[src/rtl/fetch_pkg.sv]
// rtl/fetch_pkg.sv - shared types and constants for the dual-issue fetch controller
//
// Contents:
//   DEF_ADDR_W / DEF_PC_W  default ROM word-index width and byte-PC width
//   NOP_INSTR              filler instruction for invalid slots (addi x0,x0,0)
//   fetch_state_e          IDLE / RUN / HOLD; encoding is visible on the debug port
//   fetch_pair_t           one ROM pair as seen by decode: slot-1 PC, both words, slot-2 valid
package fetch_pkg;

    localparam int DEF_ADDR_W = 10;
    localparam int DEF_PC_W   = DEF_ADDR_W + 2;

    localparam logic [31:0] NOP_INSTR = 32'h0000_0013;

    typedef enum logic [1:0] {
        IDLE = 2'd0,
        RUN  = 2'd1,
        HOLD = 2'd2
    } fetch_state_e;

    // The PC field is sized for the default ROM; widen DEF_ADDR_W if the ROM grows.
    typedef struct packed {
        logic [DEF_PC_W-1:0] pc;
        logic [31:0]         instr1;
        logic [31:0]         instr2;
        logic                v2;
    } fetch_pair_t;

endpackage

[src/rtl/fetch_hold_buf.sv]
// rtl/fetch_hold_buf.sv - one-entry holding register for a stalled fetch pair
//
// Ports:
//   clk, rst_n   clock and synchronous active-low reset
//   load_i       capture pair_i (ignored when clear_i is high)
//   clear_i      drop the held pair
//   pair_i       pair to capture
//   pair_o       held pair (all zero when empty after reset/clear)
//   full_o       a pair is held
module fetch_hold_buf
    import fetch_pkg::*;
(
    input  logic        clk,
    input  logic        rst_n,
    input  logic        load_i,
    input  logic        clear_i,
    input  fetch_pair_t pair_i,
    output fetch_pair_t pair_o,
    output logic        full_o
);

    fetch_pair_t pair_q;
    logic        full_q;

    always_ff @(posedge clk) begin
        if (!rst_n || clear_i) begin
            pair_q <= '0;
            full_q <= 1'b0;
        end else if (load_i) begin
            pair_q <= pair_i;
            full_q <= 1'b1;
        end
    end

    assign pair_o = pair_q;
    assign full_o = full_q;

endmodule

[src/rtl/fetch_ctrl.sv]
// rtl/fetch_ctrl.sv - PC sequencer for the dual-issue instruction ROM
//
// Ports:
//   clk, rst_n                   clock, synchronous active-low reset
//   fetch_en                     1 = fetch, 0 = stop at a pair boundary and idle
//   redirect_valid, redirect_pc  taken branch/JAL target from EX (highest priority)
//   rom_addr                     ROM word index; ROM answers with words addr, addr+1 next cycle
//   rom_instr1, rom_instr2       ROM pair data
//   id_ready                     decode accepts the presented pair
//   if_valid1/2, if_instr1/2     presented pair; invalid slots carry NOP_INSTR
//   if_pc                        byte PC of slot 1 (slot 2 is if_pc+4)
//   fetch_state                  debug view of the FSM
module fetch_ctrl #(
    parameter int          ADDR_W    = fetch_pkg::DEF_ADDR_W,
    parameter logic [ADDR_W+1:0] RESET_PC = '0,
    parameter logic [31:0] NOP_INSTR = fetch_pkg::NOP_INSTR
) (
    input  logic              clk,
    input  logic              rst_n,
    input  logic              fetch_en,
    input  logic              redirect_valid,
    input  logic [ADDR_W+1:0] redirect_pc,
    output logic [ADDR_W-1:0] rom_addr,
    input  logic [31:0]       rom_instr1,
    input  logic [31:0]       rom_instr2,
    input  logic              id_ready,
    output logic              if_valid1,
    output logic              if_valid2,
    output logic [31:0]       if_instr1,
    output logic [31:0]       if_instr2,
    output logic [ADDR_W+1:0] if_pc,
    output logic [1:0]        fetch_state
);

    import fetch_pkg::*;

    localparam int PC_W = ADDR_W + 2;
    localparam logic [ADDR_W-1:0] LAST_WORD = '1;

    // Pairs advance by two words, except from the last word where only one
    // word exists, so stepping by one word wraps cleanly onto word 0.
    function automatic logic [PC_W-1:0] next_pc(input logic [PC_W-1:0] pc);
        if (pc[PC_W-1:2] == LAST_WORD) begin
            return pc + PC_W'(4);
        end
        return pc + PC_W'(8);
    endfunction

    fetch_state_e    state_q, state_d;
    logic [PC_W-1:0] pc_q, pc_d;
    logic [PC_W-1:0] fpc_q, fpc_d;
    logic            fv_q, fv_d;

    logic            buf_load, buf_clear, buf_full;
    fetch_pair_t     buf_pair, cap_pair;
    logic            rom_slot2_ok;

    // Slot 2 of the pair currently leaving the ROM only exists if slot 1 is
    // not the last word.
    assign rom_slot2_ok = (fpc_q[PC_W-1:2] != LAST_WORD);

    always_comb begin
        cap_pair        = '0;
        cap_pair.pc     = fpc_q;
        cap_pair.instr1 = rom_instr1;
        cap_pair.instr2 = rom_slot2_ok ? rom_instr2 : NOP_INSTR;
        cap_pair.v2     = rom_slot2_ok;
    end

    fetch_hold_buf u_hold_buf (
        .clk     (clk),
        .rst_n   (rst_n),
        .load_i  (buf_load),
        .clear_i (buf_clear),
        .pair_i  (cap_pair),
        .pair_o  (buf_pair),
        .full_o  (buf_full)
    );

    always_ff @(posedge clk) begin
        if (!rst_n) begin
            state_q <= IDLE;
            pc_q    <= RESET_PC;
            fpc_q   <= RESET_PC;
            fv_q    <= 1'b0;
        end else begin
            state_q <= state_d;
            pc_q    <= pc_d;
            fpc_q   <= fpc_d;
            fv_q    <= fv_d;
        end
    end

    always_comb begin
        state_d   = state_q;
        pc_d      = pc_q;
        fpc_d     = fpc_q;
        fv_d      = fv_q;
        buf_load  = 1'b0;
        buf_clear = 1'b0;

        if (redirect_valid) begin
            // The pair on the outputs this cycle is squashed by EX, so any
            // acceptance is harmless; everything in flight is dropped.
            pc_d      = {redirect_pc[PC_W-1:2], 2'b00};
            fv_d      = 1'b0;
            buf_clear = 1'b1;
            state_d   = fetch_en ? RUN : IDLE;
        end else begin
            unique case (state_q)
                IDLE: begin
                    fv_d = 1'b0;
                    if (fetch_en) begin
                        state_d = RUN;
                        fv_d    = 1'b1;
                        fpc_d   = pc_q;
                        pc_d    = next_pc(pc_q);
                    end
                end
                RUN: begin
                    if (!fetch_en) begin
                        // Restart from the oldest pair decode has not taken.
                        pc_d      = (fv_q && !id_ready) ? fpc_q : pc_q;
                        fv_d      = 1'b0;
                        buf_clear = 1'b1;
                        state_d   = IDLE;
                    end else if (!fv_q || id_ready) begin
                        fpc_d = pc_q;
                        fv_d  = 1'b1;
                        pc_d  = next_pc(pc_q);
                    end else begin
                        // Park the stalled pair; the ROM keeps reading pc_q so
                        // the following pair is ready the cycle decode frees up.
                        buf_load = 1'b1;
                        state_d  = HOLD;
                    end
                end
                HOLD: begin
                    if (!fetch_en) begin
                        pc_d      = id_ready ? pc_q : buf_pair.pc[PC_W-1:0];
                        fv_d      = 1'b0;
                        buf_clear = 1'b1;
                        state_d   = IDLE;
                    end else if (id_ready) begin
                        buf_clear = 1'b1;
                        state_d   = RUN;
                        fpc_d     = pc_q;
                        fv_d      = 1'b1;
                        pc_d      = next_pc(pc_q);
                    end
                end
                default: begin
                    state_d   = IDLE;
                    fv_d      = 1'b0;
                    buf_clear = 1'b1;
                end
            endcase
        end
    end

    always_comb begin
        if_valid1 = 1'b0;
        if_valid2 = 1'b0;
        if_instr1 = NOP_INSTR;
        if_instr2 = NOP_INSTR;
        if_pc     = fpc_q;
        if (state_q == HOLD) begin
            if_pc     = buf_pair.pc[PC_W-1:0];
            if_valid1 = buf_full;
            if_valid2 = buf_full && buf_pair.v2;
            if (buf_full) begin
                if_instr1 = buf_pair.instr1;
            end
            if (buf_full && buf_pair.v2) begin
                if_instr2 = buf_pair.instr2;
            end
        end else begin
            if_valid1 = fv_q;
            if_valid2 = fv_q && rom_slot2_ok;
            if (fv_q) begin
                if_instr1 = rom_instr1;
            end
            if (fv_q && rom_slot2_ok) begin
                if_instr2 = rom_instr2;
            end
        end
    end

    assign rom_addr    = pc_q[PC_W-1:2];
    assign fetch_state = state_q;

endmodule
[config.mk]
export PLATFORM = sky130hd
export DESIGN_NAME = fetch_ctrl
export DESIGN_NICKNAME = d
export VERILOG_FILES = /design/src/rtl/fetch_pkg.sv /design/src/rtl/fetch_hold_buf.sv /design/src/rtl/fetch_ctrl.sv
export SDC_FILE = /design/constraint.sdc
export NUM_CORES = 1
export LEC_CHECK = 0
export CAP_MARGIN = 20
export CORE_MARGIN = 2
export CORE_UTILIZATION = 47
export DETAILED_ROUTE_END_ITERATION = 7
export GPL_TIMING_DRIVEN = 0
export PLACE_DENSITY = 0.82
export SYNTH_ARGS = -nofsm -noshare
export SYNTH_HDL_FRONTEND = slang
export SYNTH_SLANG_ARGS = --single-unit
[constraint.sdc]
create_clock -name clk -period 3.6 [get_ports clk]
set_input_delay 1.08 -clock clk [delete_from_list [all_inputs] [get_ports clk]]
set_output_delay 1.08 -clock clk [all_outputs]
set_load 0.02 [all_outputs]
==> summary.txt <==
Placed design
  – HPWL Detailed: 13000 um
  – GP Congestion: 0.902
  – Dpl cells: 980
  – IO Port Bufs: between 150 and 200

Clocking
  – CTS buffer count: 9
  – Worst-Skew Late Latency: ~350 ps
  – Clock root buffer: clkbuf_16
  – CTS tree: done
  – Cts hold-fix bufs: 0
  – Clk sink count: 105
  – Post-CTS Setup Repair Bufs: 0
  – Clk buf depth: 2
  – H-tree depth: 3
  – Clock transition at path regs: roughly 60 ps

Final layout
  – Nets: 935
  – Ant diodes: 0
  – Most frequent cells in the layout: nand2_1, dfxtp_1, clkdlybuf4s50_1
  – Layout cell share with drive strength beyond 1: 0.103
  – Area Growth Syn to Fin: 38.6%
  – Commonest non-fill, non-tap cell in the layout: nand2_1
  – Fin util: 0.663
  – Final Non-Filler Cells: a little under 1k
  – Filler cells: 977

Floorplan
  – Starting Density: 0.478
  – Die Width: 112 um
  – Core Area: 11400 um^2
  – I/O pin count: 171
  – Total die area: 12400 um^2
  – Die Y: 112 um
  – Num rows: 39

Setup path
  – Reg-to-reg endpoint: u_hold_buf.pair_o[37]
  – R2r worst-path depth: 8
  – Setup CP Type: reg2out
  – Worst setup EP type: output port
  – Buf/Inv on CP: 4
  – Setup crit end: if_instr2[14]
  – CP startpoint: fetch_state[0]
  – R2r startpoint: fetch_state[1]
  – CP startpoint kind: register
  – Minimum setup slack among reg-to-reg paths: 1320 ps
  – Critical path depth: 8
  – CP Cell Sequence: inv_1 -> ha_1 -> buf_2 -> nand2b_2 -> nor2_4 -> clkbuf_4 -> a22o_1 -> dlygate4sd2_1
  – Critical Path Max Stage Delay: 380 ps
  – Crit Path Max Fanout: 10
  – Top delay family on crit path: buffers and inverters
  – Critical path arrival: 2390 ps
  – Critical Path RT: 2520 ps
  – Worst-path cell with the longest stage delay: dfxtp_2

Timing
  – # setup viols final: 0
  – Final min period: ~3500 ps
  – Final hold viol count: 0
  – Clk_skew: 7.40 ps
  – Maximum clock frequency: 0.288 GHz
  – Worst slew margin: 0.498
  – Unrepaired setup endpoints after global routing: no
  – Max Slew Vio Count: 0
  – Crit share post-route: 0.964
  – Slew @ Worst Pin: 747 ps

Status
  – Run status: finished, final reports clean

Synth
  – Post-Syn Nets: 757
  – Netlist Area Pre-Place: around 5400 um^2
  – Synth Register Bits: 105
  – Sequential-to-total area share from yosys stat: 0.386
  – Ys async rst share: 0
  – Netlist cell types: 57
  – Average cell area after synthesis: 8.12 um^2
  – Post-synth EDFFs: 0
  – Gate Count Post-Synth: 670
  – Synth warn: 0
  – Ys flop type: dfxtp_1

Route
  – First-pass DRT Iterations: 6
  – Vias: approximately 5.8k
  – WL/cell: 17.3 um
  – DRC violations left: 0
  – Post-Route WL: 17200 um
  – Vias per cell: 5.84
  – Initial DRC count: 561
  – Post-route ant nets: 0

Worst hold path
  – HP Class: reg2reg
  – Hold Path Stages: 2

GRT
  – Gr usage total: 0.274
  – Initial antenna violation count: 0
  – Grt ovf: 0
  – Largest net degree at the start of global routing: 17
  – Vias in the first global route: 5604
  – First-pass GRT wire length: 28100 um

Power and ir drop
  – P per Cell Area: roughly 340 nW/um^2
  – P_leak: 0.00310 uW
  – Sw Share: 0.271
  – Clock power share: 0.354
  – Switch Pwr: 691 uW
  – Peak VDD IR: 207 uV
  – Comb power frac: 0.172
  – Seq pwr share: 0.474
  – Int Pwr: approximately 1900 uW

Run
  – Maxcap violations: 0
-- cell usage after synthesis, types with 2 or more instances --
master,n,area [um^2]
nand2_1,113,424
dfxtp_1,105,2100
nor2_1,66,248
a21oi_1,63,315
a22o_1,62,543
a22oi_1,39,293
clkbuf_1,31,116
buf_2,20,100
o21ai_0,19,95.1
mux2i_1,14,140
inv_1,13,48.8
buf_4,12,90.1
mux2_2,12,135
nor2b_1,8,50.1
nand4_1,7,43.8
ha_1,6,75.1
nor3_1,6,30.0
a211oi_1,5,37.5
a31oi_1,5,31.3
nand3_1,5,25.0
nand2b_1,4,25.0
o211ai_1,4,30.0
or3_1,4,25.0
a21o_1,3,22.5
a221oi_1,3,26.3
o21ai_1,3,15.0
o22a_1,3,26.3
o311ai_0,3,26.3
a32o_1,2,20.0
and3_1,2,12.5
o221ai_1,2,17.5
-- power groups by stage --
| stage | clock, uW | combinational [uW] | sequential, uW |
|---|---|---|---|
| after detailed placement | 0 | 447 | 1230 |
| final | 903 | 439 | 1210 |
| after global placement | 0 | 441 | 1230 |
| after floorplan | 0 | 231 | 1230 |
| after global routing | 959 | 469 | 1210 |
| after CTS | 910 | 437 | 1210 |
-- worst register-to-register path, cell delays in order (launching register included) --
cell and delay, ps:
dfxtp_2 350, inv_1 100, ha_1 240, nand2_1 100, nor3_1 590, buf_2 350
buf_2 270, nand2_1 80, a21oi_1 140
-- cell type report --
class	instances	area [um^2]	area share
Inverter	14	52.6	0.00697
Multi-Input combinational cell	486	2980	0.395
Tap cell	143	179	0.0237
Timing Repair Buffer	167	1600	0.212
Clock buffer	11	233	0.0309
Buffer	65	367	0.0486
Sequential cell	105	2100	0.279
Clock inverter	4	30.0	0.00398
-- worst min path at each step --
stage	startpoint	end
6_report	u_hold_buf.pair_o[36]	u_hold_buf.pair_o[36]
5_1_grt	u_hold_buf.pair_o[36]	u_hold_buf.pair_o[36]
4_1_cts	u_hold_buf.pair_o[36]	u_hold_buf.pair_o[36]
3_5_place_dp	u_hold_buf.pair_o[36]	u_hold_buf.pair_o[36]
3_3_place_gp	u_hold_buf.pair_o[57]	u_hold_buf.pair_o[57]
2_1_floorplan	register	register
-- logic make-up after synthesis --
logic type	Yosys count	share of synthesized area
xor gates and xnor gates	1	0.00161
DFF	105	0.386
muxes	26	0.0506
adders and majority gates	6	0.0138
AOI/OAI and AO/OA	229	0.301
buffers and inverters	79	0.0688
and+or+nand+nor	224	0.178
-- sequential cells by signal, indices dropped and copies added (netlist names), named ones only --
register           flops
fetch_state            2
pc_q                  10
u_hold_buf.full_o      1
fpc_q                 12
fv_q                   1
u_hold_buf.pair_o     77
-- metal layers --
metal  track usage  up-vias  routed length [um]
met3        0.0588       27                1270
met4        0.0790        0                 310
li1              -     2768                   -
met2         0.465      262                8360
met5             0        -                   0
met1         0.351     2756                7290
-- through the flow --
stage / power, uW / worst slack [ps] / cell area (um^2) / hold slack [ps] / TNS, ps
4_1_cts: 2550 / 6.81 / 7530 / 459 / 0
3_5_place_dp: 1680 / -267 / 7290 / 450 / -8000
2_1_floorplan: 1460 / 508 / 5440 / 431 / 0
5_1_grt: 2640 / 7.83 / 7540 / 470 / 0
3_3_place_gp: 1680 / -240 / 7290 / 442 / -7570
6_report: 2550 / 128 / 7540 / 459 / 0
-- repair_timing --
action,in CTS,in global routing
gates resized for setup,100,25
pin swaps,0,1
cloned,0,0
endpoints found under the setup margin,78,37
(Power assumes the default switching activity.)
